--- src/rtl/demux_pkg.sv ---
// ---------------------------------------------------------------------------
// demux_pkg
// Shared definitions for the registered 1-to-2 stream demultiplexer.
//   SEL_A / SEL_B  : values of in_sel that select output A or output B
//   slot_state_t   : state of one output slot (EMPTY = valid low, FULL = valid high)
// ---------------------------------------------------------------------------
package demux_pkg;

    localparam logic SEL_A = 1'b0;
    localparam logic SEL_B = 1'b1;

    typedef enum logic {
        SLOT_EMPTY = 1'b0,
        SLOT_FULL  = 1'b1
    } slot_state_t;

endpackage : demux_pkg

--- src/rtl/demux_out_slot.sv ---
// ---------------------------------------------------------------------------
// demux_out_slot
// One output register slot of the demultiplexer, plus its delivered-word
// counter. The slot is a two-state FSM: it fills on load and empties on an
// output handshake, unless it is reloaded in that same cycle.
//
// Ports
//   clk      in   clock, rising edge
//   rst_n    in   asynchronous active-low reset
//   load     in   write data_in into the slot this cycle (caller guarantees
//                 the slot is empty or draining)
//   data_in  in   word to load
//   ready    in   consumer takes the word held in the slot
//   valid    out  slot is FULL
//   data     out  held word; keeps its last value after draining
//   count    out  number of output handshakes, wraps at 2^cnt_width
// ---------------------------------------------------------------------------
module demux_out_slot
    import demux_pkg::*;
#(
    parameter int width     = 64,
    parameter int cnt_width = 16
) (
    input  logic                 clk,
    input  logic                 rst_n,
    input  logic                 load,
    input  logic [width-1:0]     data_in,
    input  logic                 ready,
    output logic                 valid,
    output logic [width-1:0]     data,
    output logic [cnt_width-1:0] count
);

    localparam logic [cnt_width-1:0] CNT_ONE = {{(cnt_width-1){1'b0}}, 1'b1};

    slot_state_t state;
    logic        drain;

    // valid is the state register itself, so it is glitch-free and registered.
    assign valid = (state == SLOT_FULL);
    assign drain = valid && ready;

    // NOTE: sequential state is written only with non-blocking assignments so
    // every register samples pre-edge values regardless of statement order.
    always_ff @(posedge clk or negedge rst_n) begin
        if (!rst_n) begin
            // The data register is reset as well: its zero value is visible
            // on the port right after reset, and a held word must be discarded.
            state <= SLOT_EMPTY;
            data  <= '0;
            count <= '0;
        end else begin
            unique case (state)
                SLOT_EMPTY: begin
                    if (load) begin
                        state <= SLOT_FULL;
                        data  <= data_in;
                    end
                end
                SLOT_FULL: begin
                    // Drain and reload in the same cycle keeps the slot FULL
                    // with the new word, so valid never drops in streaming.
                    if (load) begin
                        data <= data_in;
                    end else if (ready) begin
                        state <= SLOT_EMPTY;
                    end
                end
                default: state <= SLOT_EMPTY;
            endcase

            if (drain) begin
                count <= count + CNT_ONE;
            end
        end
    end

endmodule : demux_out_slot

--- src/rtl/demux_1to2_reg.sv ---
// ---------------------------------------------------------------------------
// demux_1to2_reg
// Registered 1-to-2 stream demultiplexer. One word per valid/ready handshake
// on the input is steered by in_sel into output slot A or B. Each slot is
// back-pressured independently and counts the words it delivers.
//
// Ports
//   clk, rst_n          clock (rising edge), asynchronous active-low reset
//   in_data/valid/sel   input word, word present, destination (0 = A, 1 = B)
//   in_ready            out: selected slot can take a word this cycle
//   a_data/a_valid      output A word and slot-full flag; a_ready from consumer A
//   b_data/b_valid      output B word and slot-full flag; b_ready from consumer B
//   a_count/b_count     words delivered on A / B, wrapping
// ---------------------------------------------------------------------------
module demux_1to2_reg
    import demux_pkg::*;
#(
    parameter int width     = 64,
    parameter int cnt_width = 16
) (
    input  logic                 clk,
    input  logic                 rst_n,
    input  logic [width-1:0]     in_data,
    input  logic                 in_valid,
    input  logic                 in_sel,
    output logic                 in_ready,
    output logic [width-1:0]     a_data,
    output logic                 a_valid,
    input  logic                 a_ready,
    output logic [width-1:0]     b_data,
    output logic                 b_valid,
    input  logic                 b_ready,
    output logic [cnt_width-1:0] a_count,
    output logic [cnt_width-1:0] b_count
);

    logic slot_free_a;
    logic slot_free_b;
    logic load_a;
    logic load_b;

    // A slot can take a word if it is empty or is being drained this cycle.
    assign slot_free_a = !a_valid || a_ready;
    assign slot_free_b = !b_valid || b_ready;

    // in_ready depends only on in_sel and the slot state, never on in_valid,
    // so a producer may legally wait for in_ready before raising in_valid.
    assign in_ready = (in_sel == SEL_B) ? slot_free_b : slot_free_a;

    // NOTE: every signal written in always_comb gets a default first, so no
    // path leaves it unassigned and no latch is inferred.
    always_comb begin
        load_a = 1'b0;
        load_b = 1'b0;
        if (in_valid && in_ready) begin
            if (in_sel == SEL_A) begin
                load_a = 1'b1;
            end else begin
                load_b = 1'b1;
            end
        end
    end

    demux_out_slot #(
        .width     (width),
        .cnt_width (cnt_width)
    ) u_slot_a (
        .clk     (clk),
        .rst_n   (rst_n),
        .load    (load_a),
        .data_in (in_data),
        .ready   (a_ready),
        .valid   (a_valid),
        .data    (a_data),
        .count   (a_count)
    );

    demux_out_slot #(
        .width     (width),
        .cnt_width (cnt_width)
    ) u_slot_b (
        .clk     (clk),
        .rst_n   (rst_n),
        .load    (load_b),
        .data_in (in_data),
        .ready   (b_ready),
        .valid   (b_valid),
        .data    (b_data),
        .count   (b_count)
    );

endmodule : demux_1to2_reg
--- config.mk ---
export PLATFORM = sky130hd
export DESIGN_NAME = demux_1to2_reg
export DESIGN_NICKNAME = d
export VERILOG_FILES = /design/src/rtl/demux_pkg.sv /design/src/rtl/demux_out_slot.sv /design/src/rtl/demux_1to2_reg.sv
export SDC_FILE = /design/constraint.sdc
export NUM_CORES = 1
export LEC_CHECK = 0
export CAP_MARGIN = 0
export CORE_AREA = 2 2 119 121
export CTS_CLUSTER_DIAMETER = 60
export DETAILED_ROUTE_END_ITERATION = 12
export DIE_AREA = 0 0 121 123
export HOLD_SLACK_MARGIN = 0.02
export PLACE_DENSITY = 0.9
export SKIP_CTS_REPAIR_TIMING = 1
export SLEW_MARGIN = 20
export SYNTH_ARGS = -nofsm -noshare
export SYNTH_HDL_FRONTEND = slang
export SYNTH_SLANG_ARGS = --single-unit
--- constraint.sdc ---
create_clock -name clk -period 3.6 [get_ports clk]
set_clock_uncertainty 0.1 [all_clocks]
set_input_delay 0.54 -clock clk [delete_from_list [all_inputs] [get_ports clk]]
set_output_delay 0.54 -clock clk [all_outputs]
set_load 0.1 [all_outputs]
# == Word level (Yosys, flattened, before mapping) ==
# Cells that the tools add are included.
# Widths: inputs -> output; s select.
# totals
inputBits,70
latchBits,0
mem_bits_ro,0
ff_bits,162
memories,0
mem_bits_rw,0
# op_classes
multipliers,0
n_mux,15
n_addsub,2
magnitude_cmp,0
shift,0
n_reduce_logical,7
n_bitwise,2
div,0
n_eq_ne,0
# ops
cell,count
$mux 64,2
$add 16x1->16 const B,2
$mux 1,11
$pmux 1 s2,2
$logic_and 1x1->1,3
$logic_not 1->1,2
$logic_or 1x1->1,2
$not 1->1,2

# == Depth between registers and ports, before layout ==
# Gate-level depths: netlist (run 1).
# depth
ltp_word,7
ltp_mapped,5

# == Cells and area by module ==
# Synthesis (run 1) repeated with hierarchy kept, for this count alone.
# hier_totals
cells_unflattened,393
hier_area_um2,6226.0
# modules_own_cells
module,cells_per_inst,n_inst,area_each_um2
demux_out_slot,193,2,3090.5
demux_1to2_reg,7,1,45.0

# == Least setup slack after synthesis (run 1) ==
# OpenSTA, ideal clock, no wires.
# synth_timing
path_type,flip-flop to output port
startpoint,reg u_slot_b.state (netlist: u_slot_b.valid)
endpoint,out in_ready
stages_incl_launch_ff,3
required_ns,2.960
arrival_time_ns,1.667
n_path_buf,0
slack_ns,1.293
path_cell_list,dfrtp_1 > nand2b_1 > mux2_2
# synth_between
elab_chain_cells,3
# synth_lines
item,line,source
"start, declared",demux_out_slot.sv:36,slot_state_t state;
"start signal, assigned",demux_out_slot.sv:49,state <= SLOT_EMPTY;
"start signal, assigned",demux_out_slot.sv:56,state <= SLOT_FULL;
"start signal, assigned",demux_out_slot.sv:66,state <= SLOT_EMPTY;
$logic_not 1->1,demux_1to2_reg.sv:44,assign slot_free_b = !b_valid || b_ready;
$logic_or 1x1->1,demux_1to2_reg.sv:44,
$mux 1,demux_1to2_reg.sv:48,assign in_ready = (in_sel == SEL_B) ? slot_free_b : slot_free_a;
"end, declared",demux_1to2_reg.sv:26,"output logic in_ready,"
# Every way passes these cells.

# == Final worst setup path (run 1) ==
# layout_timing
startpoint,reg u_slot_a.count[5]
endpoint,out a_count[5]
# layout_lines
item,line,source
"start, declared",demux_out_slot.sv:31,output logic [cnt_width-1:0] count
"start signal, assigned",demux_out_slot.sv:73,count <= count + CNT_ONE;
"end, declared",demux_1to2_reg.sv:33,"output logic [cnt_width-1:0] a_count,"
# No word-level cell between the ends.

==> impl_metrics.ini, run 1 <==
[placement]
gp_congestion = 0.793
io_buffers = 232
place_area_um2 = 9030
hpwl_um = 10800
pre_cts_slack_ns = 0.853

[final_layout]
area_delta_synth_final_pct = 46.5
drive_gt1_frac = 0.256
final_area_um2 = 9620
antenna_cells = 0
nets = 714

[sta]
period_share = 0.754
fin_ws_ns = 0.885
period_minus_slack_ns = 2.71
drv_slew = 0
hold_violations = 0
fmax_mhz = 368
slew_headroom = 0.314
tns_ns = 0
fin_hold_ws_ns = 0.0429
rsz0062_at_grt = no
setup_violations = 0
tightest_slew_ns = 1.03

[logic_synthesis]
ys_types = 24
yosysSeqAreaShare = 0.617
synth.most_common_cell = dfrtp_1
synthCells = 397
synth_area_leaders = dfrtp_1 62%, mux2_4 14%, mux2_2 11%
syn-cell-area_um2 = 6570
ys.flop_type = dfrtp_1
syn-num-nets = 469
yosysWarnings = 0
synthArstFlopShare = 1.00
synth_edf_count = 0
ys_ff_latch = 162
netlist.area_leader.share = 0.617
syn_area_per_cell_um2 = 16.5
synth_top_area_cell = dfrtp_1
ys_top_cells_by_count = 162 x dfrtp_1, 66 x mux2_2, 60 x mux2_4

[power]
power.switching_mw = 3.75
clockPowerShare = 0.227
p_comb_frac = 0.474
swShare = 0.470
pwr-share-seq = 0.299
intPower_mw = 4.22
leakage_nw = 4.14
peakVddDrop_uv = 402
power_density_nw_per_um2 = 829

[routing]
drtAntennaViolNets = 0
viasPerCell = 4.94
drtIter0Drc = 210
drc = 0
wire_per_inst_um = 18.3
drt_wl_total_um = 15200
drt_first_pass_iters = 6
vias = 4114

[floorplanning]
die_x_um = 121
die_y_um = 123
placeableCoreArea_um2 = 13600
die_area_um2 = 14900
num_rows = 43
start_util = 0.482
io_pins = 233

[critical_path]
arrival_ns = 2.07
required_ns = 2.96
path_cells = clkdlybuf4s50_1
cp_max_fo = 7
reg2reg_depth = 4
crit_family = buffers and inverters
rr_endpoint = u_slot_b.data[2]
slowest_delay_ns = 1.19
cp_num_cells = 1
end_kind = output pin
start_kind = register
rr_startpoint = u_slot_b.valid
critical-path-slowest-cell = clkdlybuf4s50_1
reg2reg_slack_ns = 1.57
critical_path_class = reg2out
crit_buf_inv = 1

[global_route]
grt_use_total = 0.212
grt_max_degree = 83
grt_pass1_wl_um = 23900
grt_overflow = 0
grt_pass1_vias = 4538
antenna_found_initial = 0

[clock_network]
htreeDepth = 4
clk_latency_ns = 0.42
ctsRootBufferMaster = clkbuf_16
clk_pin_slew_ns = 0.06
clock_sinks = 162
cts_buffers = 17
cts_max_path_buffers = 2
cts_tree = done

[min_path]
min_path_type = in2async

[outcome]
outcome = finished clean

[run]
maxCapViolCount = 0
## kinds of logic (layout without fill, tap and decap cells)
logic type	count (synthesis)	after routing	share of synthesized area
flops	162	162	0.617
buf+inv	15	270	0.0311
simple gates	57	57	0.0488
xor+xnor	30	30	0.0400
mux	131	131	0.259
fa+ha+maj	2	2	0.00381
## metrics by stage
| step | utilization | std cells | total power, mW |
|---|---|---|---|
| floorplan | - | 397 | 5.25 |
| global placement | 0.664 | 803 | 6.14 |
| detailed placement | 0.664 | 803 | 6.20 |
| CTS | 0.707 | 832 | 8.04 |
| global route | 0.707 | 832 | 8.23 |
| finish | 0.707 | 832 | 7.98 |
## worst max-delay path by stage
stage                 startpoint           endpoint
2_1_floorplan     u_slot_b.valid           in_ready
3_3_place_gp             b_ready   u_slot_b.data[8]
3_5_place_dp             b_ready  u_slot_b.data[12]
4_1_cts        u_slot_a.count[5]         a_count[5]
5_1_grt        u_slot_a.count[6]         a_count[6]
6_report       u_slot_a.count[5]         a_count[5]
## sequential cells by signal, indices dropped and copies added (netlist names)
| signal | flops |
|---|---|
| u_slot_a.data | 64 |
| u_slot_b.data | 64 |
| u_slot_a.count | 16 |
| u_slot_b.count | 16 |
| u_slot_a.valid | 1 |
| u_slot_b.valid | 1 |
## final cells by class
type / instances / area, µm²
clock inverters: 6 / 105
flip-flops and latches: 162 / 4050
well taps: 180 / 225
fillers: 880 / 3990
clock buffers: 23 / 478
repair buffers: 240 / 2440
multi-input cells: 220 / 2310
inverters: 1 / 3.75
## routing by layer
layer	GRT usage	share of wire	vias up	routed length (µm)
met5	0	0	-	0
met4	0.0843	0.025	0	384
met3	0.0766	0.067	25	1020
met2	0.368	0.52	154	7920
met1	0.239	0.39	2062	5910
li1	-	-	1873	-
## cell usage in the layout (no fill, tap or decap), types with 3 or more instances in the layout
master and instances:
nand2_1 17, nand3_1 14, nor3_2 3, mux2_1 5, nor2_1 6, clkbuf_16 17, buf_12 5, xor2_1 6
buf_4 4, dfrtp_1 162, clkdlybuf4s50_1 230, clkinv_2 3, nand4_1 6, xnor2_1 24, and3_1 3, mux2_4 60
bufinv_16 3, clkbuf_8 3, clkbuf_1 3, mux2_2 66
## power by group through the flow
stage / registers, mW / clock network (mW) / logic [mW]
global placement: 2.39 / 0 / 3.75
global route: 2.43 / 1.93 / 3.87
floorplan: 4.75 / 0 / 0.491
CTS: 2.39 / 1.85 / 3.80
detailed placement: 2.41 / 0 / 3.79
finish: 2.39 / 1.81 / 3.78
No activity file was read; power rests on OpenSTA's default activity.
==> inputs of run 2 (changes only) <==
CORE_AREA = 2 2 124 126   (was 2 2 119 121)
DIE_AREA = 0 0 126 128   (was 0 0 121 123)
PLACE_DENSITY = 0.84   (was 0.9)
clock period = 2.83 ns   (was 3.6 ns; I/O delays follow)
==> run 2 against run 1 <==
Highest routed layer unchanged. Via count is 0.58% higher. Non-clock buffer count is 1 lower. Worst setup slack worse by 0.24 ns. First-iteration DRC count is 5.2% lower. Sequential cell count stayed put. Final cell count is 0.72% higher. Hold slack better by 0.34 ns. Critical path type is now in2out. Core utilization is 8.6 points lower.
==> impl_metrics.ini, run 2 (synthesis gave the netlist of run 1 again) <==
[outcome]
outcome = finished clean

[final_layout]
area_delta_synth_final_pct = 40.4
drive_gt1_frac = 0.500
reg.largest.list = u_slot_a.data: 64 flops, u_slot_b.data: 64 flops
layout_common_cells = 164 x buf_4, 162 x dfrtp_1, 68 x clkdlybuf4s50_1
nets = 713
fin_cells = 838
antenna_cells = 0
final_common_cell = buf_4

[critical_path]
rr_startpoint = u_slot_b.count[0]
end_kind = output pin
required_ns = 2.31
start_kind = primary input
reg2reg_depth = 5
cp_max_fo = 6
rr_endpoint = u_slot_b.count[10]
reg2reg_slack_ns = 1.06
arrival_ns = 1.66
critical_path_class = in2out

[run]
maxCapViolCount = 0

[sta]
setup_violations = 0
drv_slew = 0
slew_headroom = 0.680
rsz0062_at_grt = no
fmax_mhz = 459
hold_violations = 0
period_share = 0.770
tightest_slew_ns = 0.480
period_minus_slack_ns = 2.18
tns_ns = 0

[routing]
vias = 4138
drt_wl_total_um = 14800
drc = 0
drt_first_pass_iters = 4
wire_per_inst_um = 17.6
drtIter0Drc = 199
viasPerCell = 4.94
drtAntennaViolNets = 0

[power]
peakVddDrop_uv = 589
leakage_nw = 4.31
power_density_nw_per_um2 = 1090

[placement]
io_buffers = 232
place_inst = 809
hpwl_um = 10600
gp_congestion = 0.774

[clock_network]
clk_latency_ns = 0.41
clk_pin_slew_ns = 0.06
cts_buffers = 17
cts_max_path_buffers = 2
clock_sinks = 162
htreeDepth = 4
ctsRootBufferMaster = clkbuf_16
cts_tree = done

[global_route]
grt_overflow = 0
met1_usage = 0.220
use_met2 = 0.324
grt_max_degree = 85
antenna_found_initial = 0
grt.busiest_layer = met2
grt_pass1_vias = 4534
grt_pass1_wl_um = 23800
grtUsageMet3 = 0.0680
grt_use_total = 0.188

[min_path]
min_path_type = reg2reg
whs_endpoint = u_slot_a.count[15]
hold_path_depth = 1
hp-start = u_slot_a.count[15]

[floorplanning]
die_area_um2 = 16100
num_rows = 45
placeableCoreArea_um2 = 14900
io_pins = 233
die_y_um = 128
die_x_um = 126
start_util = 0.442
-- run 2: cell types whose count changed in the layout (fill, tap and decap cells not counted) --
cell             previous run  this run
dlygate4sd3_1               0         1
clkdlybuf4s50_1           230        68
bufinv_16                   3         4
clkbuf_1                    3         4
clkinv_2                    3         1
buf_4                       4       164
clkinvlp_4                  0         1
clkbuf_8                    3         1
-- run 2: area by class of cell --
| class | instances | area, µm² |
|---|---|---|
| clock inverters | 6 | 133 |
| repair buffers | 239 | 2030 |
| inverters | 1 | 3.75 |
| clock buffers | 22 | 454 |
| multi-input cells | 220 | 2310 |
| fillers | 1150 | 5640 |
| well taps | 188 | 235 |
| flip-flops and latches | 162 | 4050 |
-- run 2: power by group --
part,switching (mW),leakage [nW],internal [mW]
Clock,0.841,0.282,1.48
Combinational,3.59,2.07,1.06
Sequential,0.317,1.95,2.73
-- run 2: stage by stage --
stage	hold WS, ns	instance area (µm²)	total power, mW	utilization	setup slack, ns
floorplan	0.0289	6570	6.67	-	0.589
global placement	0.285	8620	7.66	0.580	0.608
detailed placement	0.296	8620	7.73	0.580	0.568
CTS	-0.146	9210	10.1	0.620	0.646
global route	0.408	9220	10.4	0.620	0.606
finish	0.385	9220	10.0	0.620	0.650
-- run 2: routing by layer --
metal / vias to the layer above / part of all wire
met1: 2107 / 0.39
met5: - / 0
met3: 14 / 0.070
met4: 0 / 0.013
li1: 1865 / -
met2: 152 / 0.53
-- run 2: worst max-delay path: stages --
cell and delay [ns]:
clkdlybuf4s50_1 0.51, nand2b_1 0.23, mux2_2 0.31, buf_12 0.17
-- run 2: worst max-delay path by stage --
stage	startpoint	end	slack (ns)	cells past startpoint
2_1_floorplan	u_slot_a.valid	u_slot_a.count[11]	0.59	4
3_3_place_gp	b_ready	u_slot_b.data[51]	0.61	5
3_5_place_dp	b_ready	u_slot_b.data[5]	0.57	5
4_1_cts	b_ready	in_ready	0.65	4
5_1_grt	b_ready	in_ready	0.61	4
6_report	b_ready	in_ready	0.65	4
